--- src/rtl/proc_pkg.sv ---
// Shared types and instruction field positions for the multi-cycle core.
package proc_pkg;

    typedef enum logic [3:0] {
        OP_ADD  = 4'h0,
        OP_LW   = 4'h1,
        OP_SW   = 4'h2,
        OP_BEQ  = 4'h3,
        OP_BGT  = 4'h4,
        OP_BGE  = 4'h5,
        OP_JUMP = 4'h6,
        OP_LI   = 4'h7,
        OP_MUL  = 4'h8,
        OP_HALT = 4'hF
    } opcode_e;

    typedef enum logic [1:0] {
        S_FETCH,
        S_EXEC,
        S_MEM,
        S_HALT
    } state_e;

    localparam int OPC_LSB    = 0;
    localparam int OPC_W      = 4;
    localparam int RD_LSB     = 4;
    localparam int RB_LSB     = 9;
    localparam int RA_LSB     = 14;
    localparam int REG_IDX_W  = 5;
    localparam int IMM_LSB    = 9;
    localparam int IMM_W      = 23;
    localparam int OFF_HI_LSB = 19;
    localparam int OFF_W      = 18;

endpackage

--- src/rtl/proc_regfile.sv ---
// Register file: two combinational read ports, one synchronous write port.
// Indices at or above NREGS read as zero and discard writes.
module proc_regfile
    import proc_pkg::*;
#(
    parameter int DATA_W = 32,
    parameter int NREGS  = 32
) (
    input  logic                 clk,
    input  logic                 reset,
    input  logic [REG_IDX_W-1:0] ra_addr,
    input  logic [REG_IDX_W-1:0] rb_addr,
    output logic [DATA_W-1:0]    ra_data,
    output logic [DATA_W-1:0]    rb_data,
    input  logic                 we,
    input  logic [REG_IDX_W-1:0] waddr,
    input  logic [DATA_W-1:0]    wdata
);

    logic [DATA_W-1:0] regs_q [NREGS];
    logic [DATA_W-1:0] regs_d [NREGS];

    always_comb begin
        regs_d = regs_q;
        if (we && (int'(waddr) < NREGS)) begin
            regs_d[waddr] = wdata;
        end
    end

    always_ff @(posedge clk) begin
        if (reset) begin
            for (int unsigned i = 0; i < NREGS; i++) begin
                regs_q[i] <= '0;
            end
        end else begin
            regs_q <= regs_d;
        end
    end

    assign ra_data = (int'(ra_addr) < NREGS) ? regs_q[ra_addr] : '0;
    assign rb_data = (int'(rb_addr) < NREGS) ? regs_q[rb_addr] : '0;

endmodule

--- src/rtl/proc_mc_core.sv ---
// Multi-cycle FETCH/EXEC/MEM core with handshaked instruction and data ports.
// Optional macro PROC_MUL_EN enables opcode 8 (MUL); otherwise it is a NOP.
module proc_mc_core
    import proc_pkg::*;
#(
    parameter int DATA_W = 32,
    parameter int PC_W   = 12,
    parameter int NREGS  = 32
) (
    input  logic              clk,
    input  logic              reset,
    output logic              imem_req,
    output logic [PC_W-1:0]   imem_addr,
    input  logic [31:0]       imem_rdata,
    input  logic              imem_ack,
    output logic              dmem_req,
    output logic              dmem_we,
    output logic [PC_W-1:0]   dmem_addr,
    output logic [DATA_W-1:0] dmem_wdata,
    input  logic [DATA_W-1:0] dmem_rdata,
    input  logic              dmem_ack,
    output logic [PC_W-1:0]   pc,
    output logic              taken,
    output logic              halted
);

    state_e                state_q, state_d;
    logic [PC_W-1:0]       pc_q, pc_d;
    logic [31:0]           instr_q, instr_d;

    logic [OPC_W-1:0]      opc;
    logic [REG_IDX_W-1:0]  rd_idx, ra_idx, rb_idx;
    logic [DATA_W-1:0]     ra_val, rb_val, imm_ext, wb_data;
    logic [OFF_W-1:0]      off18;
    logic [PC_W-1:0]       off_pc, pc_inc, pc_br;
    logic                  wb_en, take;

    assign opc     = instr_q[OPC_LSB +: OPC_W];
    assign rd_idx  = instr_q[RD_LSB +: REG_IDX_W];
    assign rb_idx  = instr_q[RB_LSB +: REG_IDX_W];
    assign ra_idx  = instr_q[RA_LSB +: REG_IDX_W];
    assign imm_ext = {{(DATA_W-IMM_W){instr_q[31]}}, instr_q[IMM_LSB +: IMM_W]};
    assign off18   = {instr_q[31:OFF_HI_LSB], rd_idx};
    assign off_pc  = PC_W'($signed(off18));
    assign pc_inc  = pc_q + PC_W'(1);
    assign pc_br   = pc_q + off_pc;

    proc_regfile #(
        .DATA_W (DATA_W),
        .NREGS  (NREGS)
    ) u_rf (
        .clk     (clk),
        .reset   (reset),
        .ra_addr (ra_idx),
        .rb_addr (rb_idx),
        .ra_data (ra_val),
        .rb_data (rb_val),
        .we      (wb_en),
        .waddr   (rd_idx),
        .wdata   (wb_data)
    );

    always_comb begin
        state_d = state_q;
        pc_d    = pc_q;
        instr_d = instr_q;
        wb_en   = 1'b0;
        wb_data = ra_val + rb_val;
        take    = 1'b0;
        unique case (state_q)
            S_FETCH: begin
                if (imem_ack) begin
                    instr_d = imem_rdata;
                    state_d = S_EXEC;
                end
            end
            S_EXEC: begin
                state_d = S_FETCH;
                pc_d    = pc_inc;
                case (opc)
                    OP_ADD:  wb_en = 1'b1;
                    OP_LW, OP_SW: begin
                        pc_d    = pc_q;
                        state_d = S_MEM;
                    end
                    OP_BEQ:  take = (ra_val == rb_val);
                    OP_BGT:  take = ($signed(ra_val) >  $signed(rb_val));
                    OP_BGE:  take = ($signed(ra_val) >= $signed(rb_val));
                    OP_JUMP: begin
                        take = 1'b1;
                        pc_d = ra_val[PC_W-1:0];
                    end
                    OP_LI: begin
                        wb_en   = 1'b1;
                        wb_data = imm_ext;
                    end
`ifdef PROC_MUL_EN
                    OP_MUL: begin
                        wb_en   = 1'b1;
                        wb_data = ra_val * rb_val;
                    end
`endif
                    OP_HALT: begin
                        pc_d    = pc_q;
                        state_d = S_HALT;
                    end
                    default: ;
                endcase
                if (take && (opc != OP_JUMP)) begin
                    pc_d = pc_br;
                end
            end
            S_MEM: begin
                if (dmem_ack) begin
                    wb_en   = (opc == OP_LW);
                    wb_data = dmem_rdata;
                    pc_d    = pc_inc;
                    state_d = S_FETCH;
                end
            end
            S_HALT: ;
            default: state_d = S_FETCH;
        endcase
    end

    always_ff @(posedge clk) begin
        if (reset) begin
            state_q <= S_FETCH;
            pc_q    <= '0;
            instr_q <= '0;
        end else begin
            state_q <= state_d;
            pc_q    <= pc_d;
            instr_q <= instr_d;
        end
    end

    // Request/status outputs are masked while reset is held so nothing is issued before release.
    assign imem_req   = (state_q == S_FETCH) && !reset;
    assign imem_addr  = pc_q;
    assign dmem_req   = (state_q == S_MEM) && !reset;
    assign dmem_we    = dmem_req && (opc == OP_SW);
    assign dmem_addr  = rb_val[PC_W-1:0] + off_pc;
    assign dmem_wdata = ra_val;
    assign pc         = pc_q;
    assign taken      = (state_q == S_EXEC) && take && !reset;
    assign halted     = (state_q == S_HALT) && !reset;

endmodule

--- config.mk ---
export PLATFORM = sky130hd
export DESIGN_NAME = proc_mc_core
export DESIGN_NICKNAME = d
export VERILOG_FILES = /design/src/rtl/proc_pkg.sv /design/src/rtl/proc_regfile.sv /design/src/rtl/proc_mc_core.sv
export SDC_FILE = /design/constraint.sdc
export NUM_CORES = 2
export LEC_CHECK = 0
export CORE_ASPECT_RATIO = 1.1
export CORE_MARGIN = 2
export CORE_UTILIZATION = 35
export DETAILED_ROUTE_END_ITERATION = 10
export PLACE_DENSITY = 0.53
export SETUP_SLACK_MARGIN = 0.15
export SLEW_MARGIN = 20
export SYNTH_ARGS = -nofsm -noshare
export SYNTH_HDL_FRONTEND = slang
export SYNTH_SLANG_ARGS = --single-unit
--- constraint.sdc ---
create_clock -name clk -period 9.18 [get_ports clk]
set_clock_uncertainty 0.05 [all_clocks]
set_input_delay 1.836 -clock clk [delete_from_list [all_inputs] [get_ports clk]]
set_output_delay 1.836 -clock clk [all_outputs]
set_load 0.02 [all_outputs]
## Yosys cells after proc, flatten, opt, wreduce, memory -nomap -nowiden

Cells that the tools add are included.

| cells by class | value |
|---|---|
| reductions and logical operators | 19 |
| equality and inequality tests | 16 |
| bitwise logic cells | 3 |
| add/subtract/negate cells | 4 |
| magnitude comparators | 6 |
| mux-type cells | 26 |

Operator list:

| operator | number |
|---|---|
| 1024-bit bitwise mux | 1 |
| 32-bit binary-select mux with 5-bit select | 2 |
| 32-bit 2-to-1 mux | 7 |
| 32-bit demux with 5-bit select | 1 |
| 32-bit one-hot mux with 2 select lines | 1 |
| 12-bit one-hot mux with 2 select lines | 2 |
| 32-bit adder | 1 |
| 32-bit equality test | 1 |
| 32-bit >= comparator | 1 |
| 32-bit greater-than comparator | 1 |
| 12-bit adder | 2 |
| 12-bit 2-to-1 mux | 2 |
| 6-bit >= comparator (second input constant) | 3 |
| 5-bit inverter with 6-bit output | 3 |
| 4-bit by 3-bit equality test with 1-bit output (second input constant) | 4 |
| 12-bit by 1-bit adder with 12-bit output (second input constant) | 1 |
| 4-bit by 2-bit equality test with 1-bit output (second input constant) | 2 |
| 1-bit logical AND | 8 |
| 6-bit by 1-bit < comparator with 1-bit output (second input constant) | 1 |
| 2-bit one-hot mux with 3 select lines | 1 |
| 3-bit AND reduction | 2 |
| 2-bit equality test (second input constant) | 2 |
| 4-bit by 1-bit equality test with 1-bit output (second input constant) | 1 |
| 4-bit equality test (second input constant) | 1 |
| other kinds (17) | 23 |

| storage, ports and cells | value |
|---|---|
| bits of input ports | 68 |
| word-level logic and storage cells | 109 |
| register bits after elaboration | 1,070 |
| output and inout bits | 73 |

## Longest topological paths before layout

| depth | value |
|---|---|
| depth in word-level cells | 10 |
| mapped depth | 22 |
| gate-level depth less buffers | 15 |

## By module

A second synthesis with hierarchy kept.

| second synthesis, totals | value |
|---|---|
| cell total of the unflattened synthesis | 7,843 |
| area total of the unflattened synthesis | 59,409.5 um2 |

Modules (own cells, without submodules):

| module | sequential area each (um2) | cells an instance | times used | area each (um2) |
|---|---|---|---|---|
| proc_regfile | 20,499.7 | 6,913 | 1 | 52,877.0 |
| proc_mc_core | 920.9 | 930 | 1 | 6,532.5 |

## Worst setup path before layout

OpenSTA, ideal clock, no wires.

| timing path | value |
|---|---|
| kind | reg2out |
| from | reg instr_q[15] |
| to | out taken |
| slack | 1.462 ns |
| buffers on the path | 5 |
| data arrival time | 5.832 ns |
| cell stages (with the launch flop) | 18 |
| cells stage by stage | dfxtp_1 buf_2 buf_2 buf_2 buf_4 buf_1 mux4_2 mux4_2 mux2_2 ha_1 inv_1 nor4_4 inv_1 o311ai_1 nor3_1 xor2_1 o311ai_0 a2111oi_0 |

| between the ends | value |
|---|---|
| longest elaborated chain between the ends | 10 |
| elaborated cells on any way between the ends | 12 |

RTL lines:

| element | line | text |
|---|---|---|
| start, declared | proc_mc_core.sv:29 | `logic [31:0] instr_q, instr_d;` |
| start signal, assigned | proc_mc_core.sv:134 | `instr_q <= instr_d;` |
| 5-bit inverter with 6-bit output (not written as such) (*) | proc_regfile.sv:40 | `assign ra_data = (int'(ra_addr) < NREGS) ? regs_q[ra_addr] : '0;` |
| 32-bit binary-select mux with 5-bit select (*) | proc_regfile.sv:40 |  |
| 32-bit 2-to-1 mux (not written as such) (*) (2 in series) | proc_regfile.sv:40 |  |
| via dmem_wdata[25] | proc_mc_core.sv:19 | `output logic [DATA_W-1:0] dmem_wdata,` |
| 32-bit >= comparator, or another cell as far along | proc_mc_core.sv:88 | `OP_BGE: take = ($signed(ra_val) >= $signed(rb_val));` |
| 1-bit one-hot mux with 4 select lines (*) | proc_mc_core.sv:80 | `case (opc)` |
| 1-bit 2-to-1 mux (*) (2 in series) | proc_mc_core.sv:70 | `unique case (state_q)` |
| 1-bit logical AND (*) (2 in series) | proc_mc_core.sv:146 | `assign taken = (state_q == S_EXEC) && take && !reset;` |
| end, declared | proc_mc_core.sv:23 | `output logic taken,` |

The timed path passes the listed nets; every way through them passes the cells marked *. The select of a mux whose other input is x is not followed.

## Worst setup path in the final report

| timing path | value |
|---|---|
| from | reg instr_q[15] |
| to | out taken |

| between the ends | value |
|---|---|
| longest elaborated chain between the ends | 10 |
| elaborated cells on any way between the ends | 12 |

RTL lines:

| element | line |
|---|---|
| 5-bit inverter with 6-bit output (not written as such) (*) | proc_regfile.sv:40 |
| 32-bit binary-select mux with 5-bit select (*) | proc_regfile.sv:40 |
| 32-bit 2-to-1 mux (not written as such) (*) (2 in series) | proc_regfile.sv:40 |
| 32-bit >= comparator, or another cell as far along | proc_mc_core.sv:88 |
| 1-bit one-hot mux with 4 select lines (*) | proc_mc_core.sv:80 |
| 1-bit 2-to-1 mux (*) (2 in series) | proc_mc_core.sv:70 |
| 1-bit logical AND (*) (2 in series) | proc_mc_core.sv:146 |

Every way passes the cells marked *; elsewhere a longest branch is shown, timed or not. The select of a mux whose other input is x is not followed.

==> impl_metrics.env <==
export IMPL_status="finished clean"
export IMPL_syn_to_final_growth_pct=12.9
export IMPL_track_usage_pct=24.5
export IMPL_min_delay_start="instr_q[28]"
export IMPL_fmax_ghz=0.114
export IMPL_drt_initial_drc_count=4989
export IMPL_worst_ep_arrival_time_ps=6890
export IMPL_yosysSeqAreaShare_pct=37.5
export IMPL_ys_types=92
export IMPL_clock_path_buffers=3
export IMPL_whs_path_depth=2
export IMPL_cts_tree="built"
export IMPL_dr_pass1_iters=5
export IMPL_fin_setup_tns_ps=0
export IMPL_final_common_cell="dfxtp_1"
export IMPL_pin_count=141
export IMPL_clk_latency_ps=790
export IMPL_layout_min_cycle_time_ps=8770
export IMPL_rows=155
export IMPL_place_congestion=0.917
export IMPL_worstSetupPathType="reg2out"
export IMPL_yosysTopAreaCellShare_pct=37.5
export IMPL_grt_max_degree=216
export IMPL_layout_common_cells="1060 x dfxtp_1, 891 x nor2_1, 743 x a211oi_1"
export IMPL_r2r_start="instr_q[15]"
export IMPL_final_hold_viol_count=0
export IMPL_synth_main_ff_cell="dfxtp_1"
export IMPL_rrSetupSlack_ps=2470
export IMPL_crit_chain="buf_4 > mux4_2 > mux4_2 > mux2i_1 > inv_1 > ha_1 > nor2b_1 > o31ai_1 > a41oi_1 > nor3_1 > xor2_1 > o311ai_0 > a2111oi_2 > buf_4 > clkdlybuf4s50_1"
export IMPL_htree_levels=3
export IMPL_max_cap_violations=0
export IMPL_syn_nets=5686
export IMPL_core_area_mm2=0.162
export IMPL_die_h_um=428
export IMPL_avgViaCountPerCell=6.09
export IMPL_cts_buffers=111
export IMPL_reg2reg_depth=16
export IMPL_finalWirelength_um=209000
export IMPL_numClockSinks=1070
export IMPL_drive_gt1_share_pct=21.5
export IMPL_ys_seq_elements=1070
export IMPL_route_vias_total=45900
export IMPL_grt_setup_unrepaired="no"
export IMPL_dp_hpwl_um=132000
export IMPL_min_period_over_period_pct=95.6
export IMPL_holdPathEnd="instr_q[28]"
export IMPL_async_flop_share_pct=0
export IMPL_start_util_pct=35.2
export IMPL_finalPower_uw=10600
export IMPL_ant_nets=0
export IMPL_critPathMaxFanout=32
export IMPL_cp_end_kind="primary output"
export IMPL_syn_inst=5525
export IMPL_p_leak_uw=0.0207
export IMPL_dieArea_mm2=0.166
export IMPL_yosys_area_top_type="dfxtp_1"
export IMPL_final_nets=5481
export IMPL_die_x_um=389
export IMPL_r2r_end="u_rf.regs_q[762]"
export IMPL_cp_slowest_cell="dfxtp_4"
export IMPL_antenna_found_initial=2
export IMPL_synth_area_top_cells="dfxtp_1 37%, mux4_2 25%, a211oi_1 9.8%, nor2_1 6.1%, clkbuf_1 2.9%"
export IMPL_avgSynthCellArea_um2=10.3
export IMPL_hp_class="reg2reg"
export IMPL_wl_per_cell_um=27.7
export IMPL_grt_pass1_wl_um=305000
export IMPL_synth_edf_count=0
export IMPL_max_stage_delay_ps=700
export IMPL_cts_root_buf="clkbuf_16"
export IMPL_grt_ovfl_total=0
export IMPL_clk_pin_slew_ps=80
export IMPL_grt_pass1_vias=43400
export IMPL_setup_viol=0
export IMPL_cp_start_kind="flop"
export IMPL_report_final_slew_viol_count=0
export IMPL_cp_required_ps=7290
export IMPL_relSlewSlack_pct=15.5
export IMPL_netlist_area_mm2=0.0571
export IMPL_yosysWarnings=0
export IMPL_ir_drop_mv=0.149
export IMPL_drcViolationCount=0
export IMPL_p_per_area_mw_per_mm2=164
export IMPL_portBuffers=140
export IMPL_tightest_slew_ps=1270
-- routing by layer --
metal / share of wire, % / track usage, % / wire length [um] / vias to the layer above
met5: 0 / 0 / 0 / -
met4: 3.4 / 8.37 / 7030 / 0
met3: 7.1 / 3.25 / 14800 / 340
met2: 46 / 39.5 / 96800 / 1895
met1: 43 / 34.0 / 89900 / 23100
li1: - / - / - / 20500
-- where the power goes --
part | switching (uW) | internal, uW | total (uW)
combinational | 683 | 396 | 1080
sequential | 88.2 | 4670 | 4760
clock | 2070 | 2700 | 4780
total | 2840 | 7770 | 10600
-- registers in the layout (all words and copies together) (netlist names) --
| register | flops |
|---|---|
| u_rf.regs_q | 1024 |
| instr_q | 32 |
| state_q | 2 |
| imem_addr | 12 |
-- cells in the mapped netlist (26+ instances only) --
library cell,count
a211oi_1,743
a21oi_1,261
a31oi_1,39
and3_1,76
buf_1,76
buf_2,88
clkbuf_1,440
dfxtp_1,1070
ha_1,90
inv_1,80
mux2_2,31
mux2i_1,41
mux4_2,640
nand2_1,178
nand3_1,91
nor2_1,925
o21ai_0,277
o21ai_1,27
o31ai_2,30
xnor2_1,26
-- critical path, delay by kind of cell (launching register included) --
family | cells | cell delay (ps)
xor+xnor | 1 | 190
mux | 3 | 1460
compound gates | 4 | 1150
fa+ha+maj | 1 | 470
buf+inv | 4 | 1640
simple gates | 2 | 470
flops | 1 | 700
-- how the worst max path moves through the flow --
stage / slack (ps) / endpoint / start
finish: 410 / taken / instr_q[15]
global route: 160 / taken / instr_q[10]
CTS: 150 / taken / instr_q[9]
detailed placement: 810 / taken / instr_q[9]
global placement: 770 / taken / instr_q[9]
floorplan: 1460 / taken / instr_q[15]
-- stage by stage --
step                util [%]  setup WS (ps)  hold WS [ps]  cell area [um2]  std cells
global placement        37.4            771           394            60600       7324
detailed placement      37.4            814           399            60600       7325
finish                  39.8            407           404            64500       7534
floorplan                  -           1460           386            57100       5525
global route            39.8            165           419            64500       7534
CTS                     39.8            152           405            64500       7532
-- repair_timing --
item | CTS | global route
buffers inserted | 0 | 1
setup endpoints to repair | 1 | 1
gates resized for setup | 2 | 6
hold buffers | 0 | 0
pin swaps | 0 | 0
endpoints found under the hold margin | 0 | 0
-- area by class of cell --
cell class	count	area, um2
antenna	1	2.50
clock buffer	152	3160
clock inverter	55	652
fill	15700	97600
inverter	81	312
multi-input combinational	3751	33300
sequential	1070	21500
tap	2119	2650
timing repair buffer	305	2980
-- kinds of logic (layout without fill, tap and decap cells) --
| group | Yosys count | count (layout) | synth area share, % |
|---|---|---|---|
| other cells | 0 | 1 | 0 |
| mux | 712 | 712 | 26.6 |
| xor+xnor | 38 | 38 | 0.596 |
| flops | 1070 | 1070 | 37.5 |
| compound gates | 1513 | 1513 | 17.9 |
| fa+ha+maj | 93 | 93 | 2.08 |
| simple gates | 1395 | 1395 | 10.4 |
| buf+inv | 704 | 593 | 4.97 |
(Power assumes the default switching activity.)
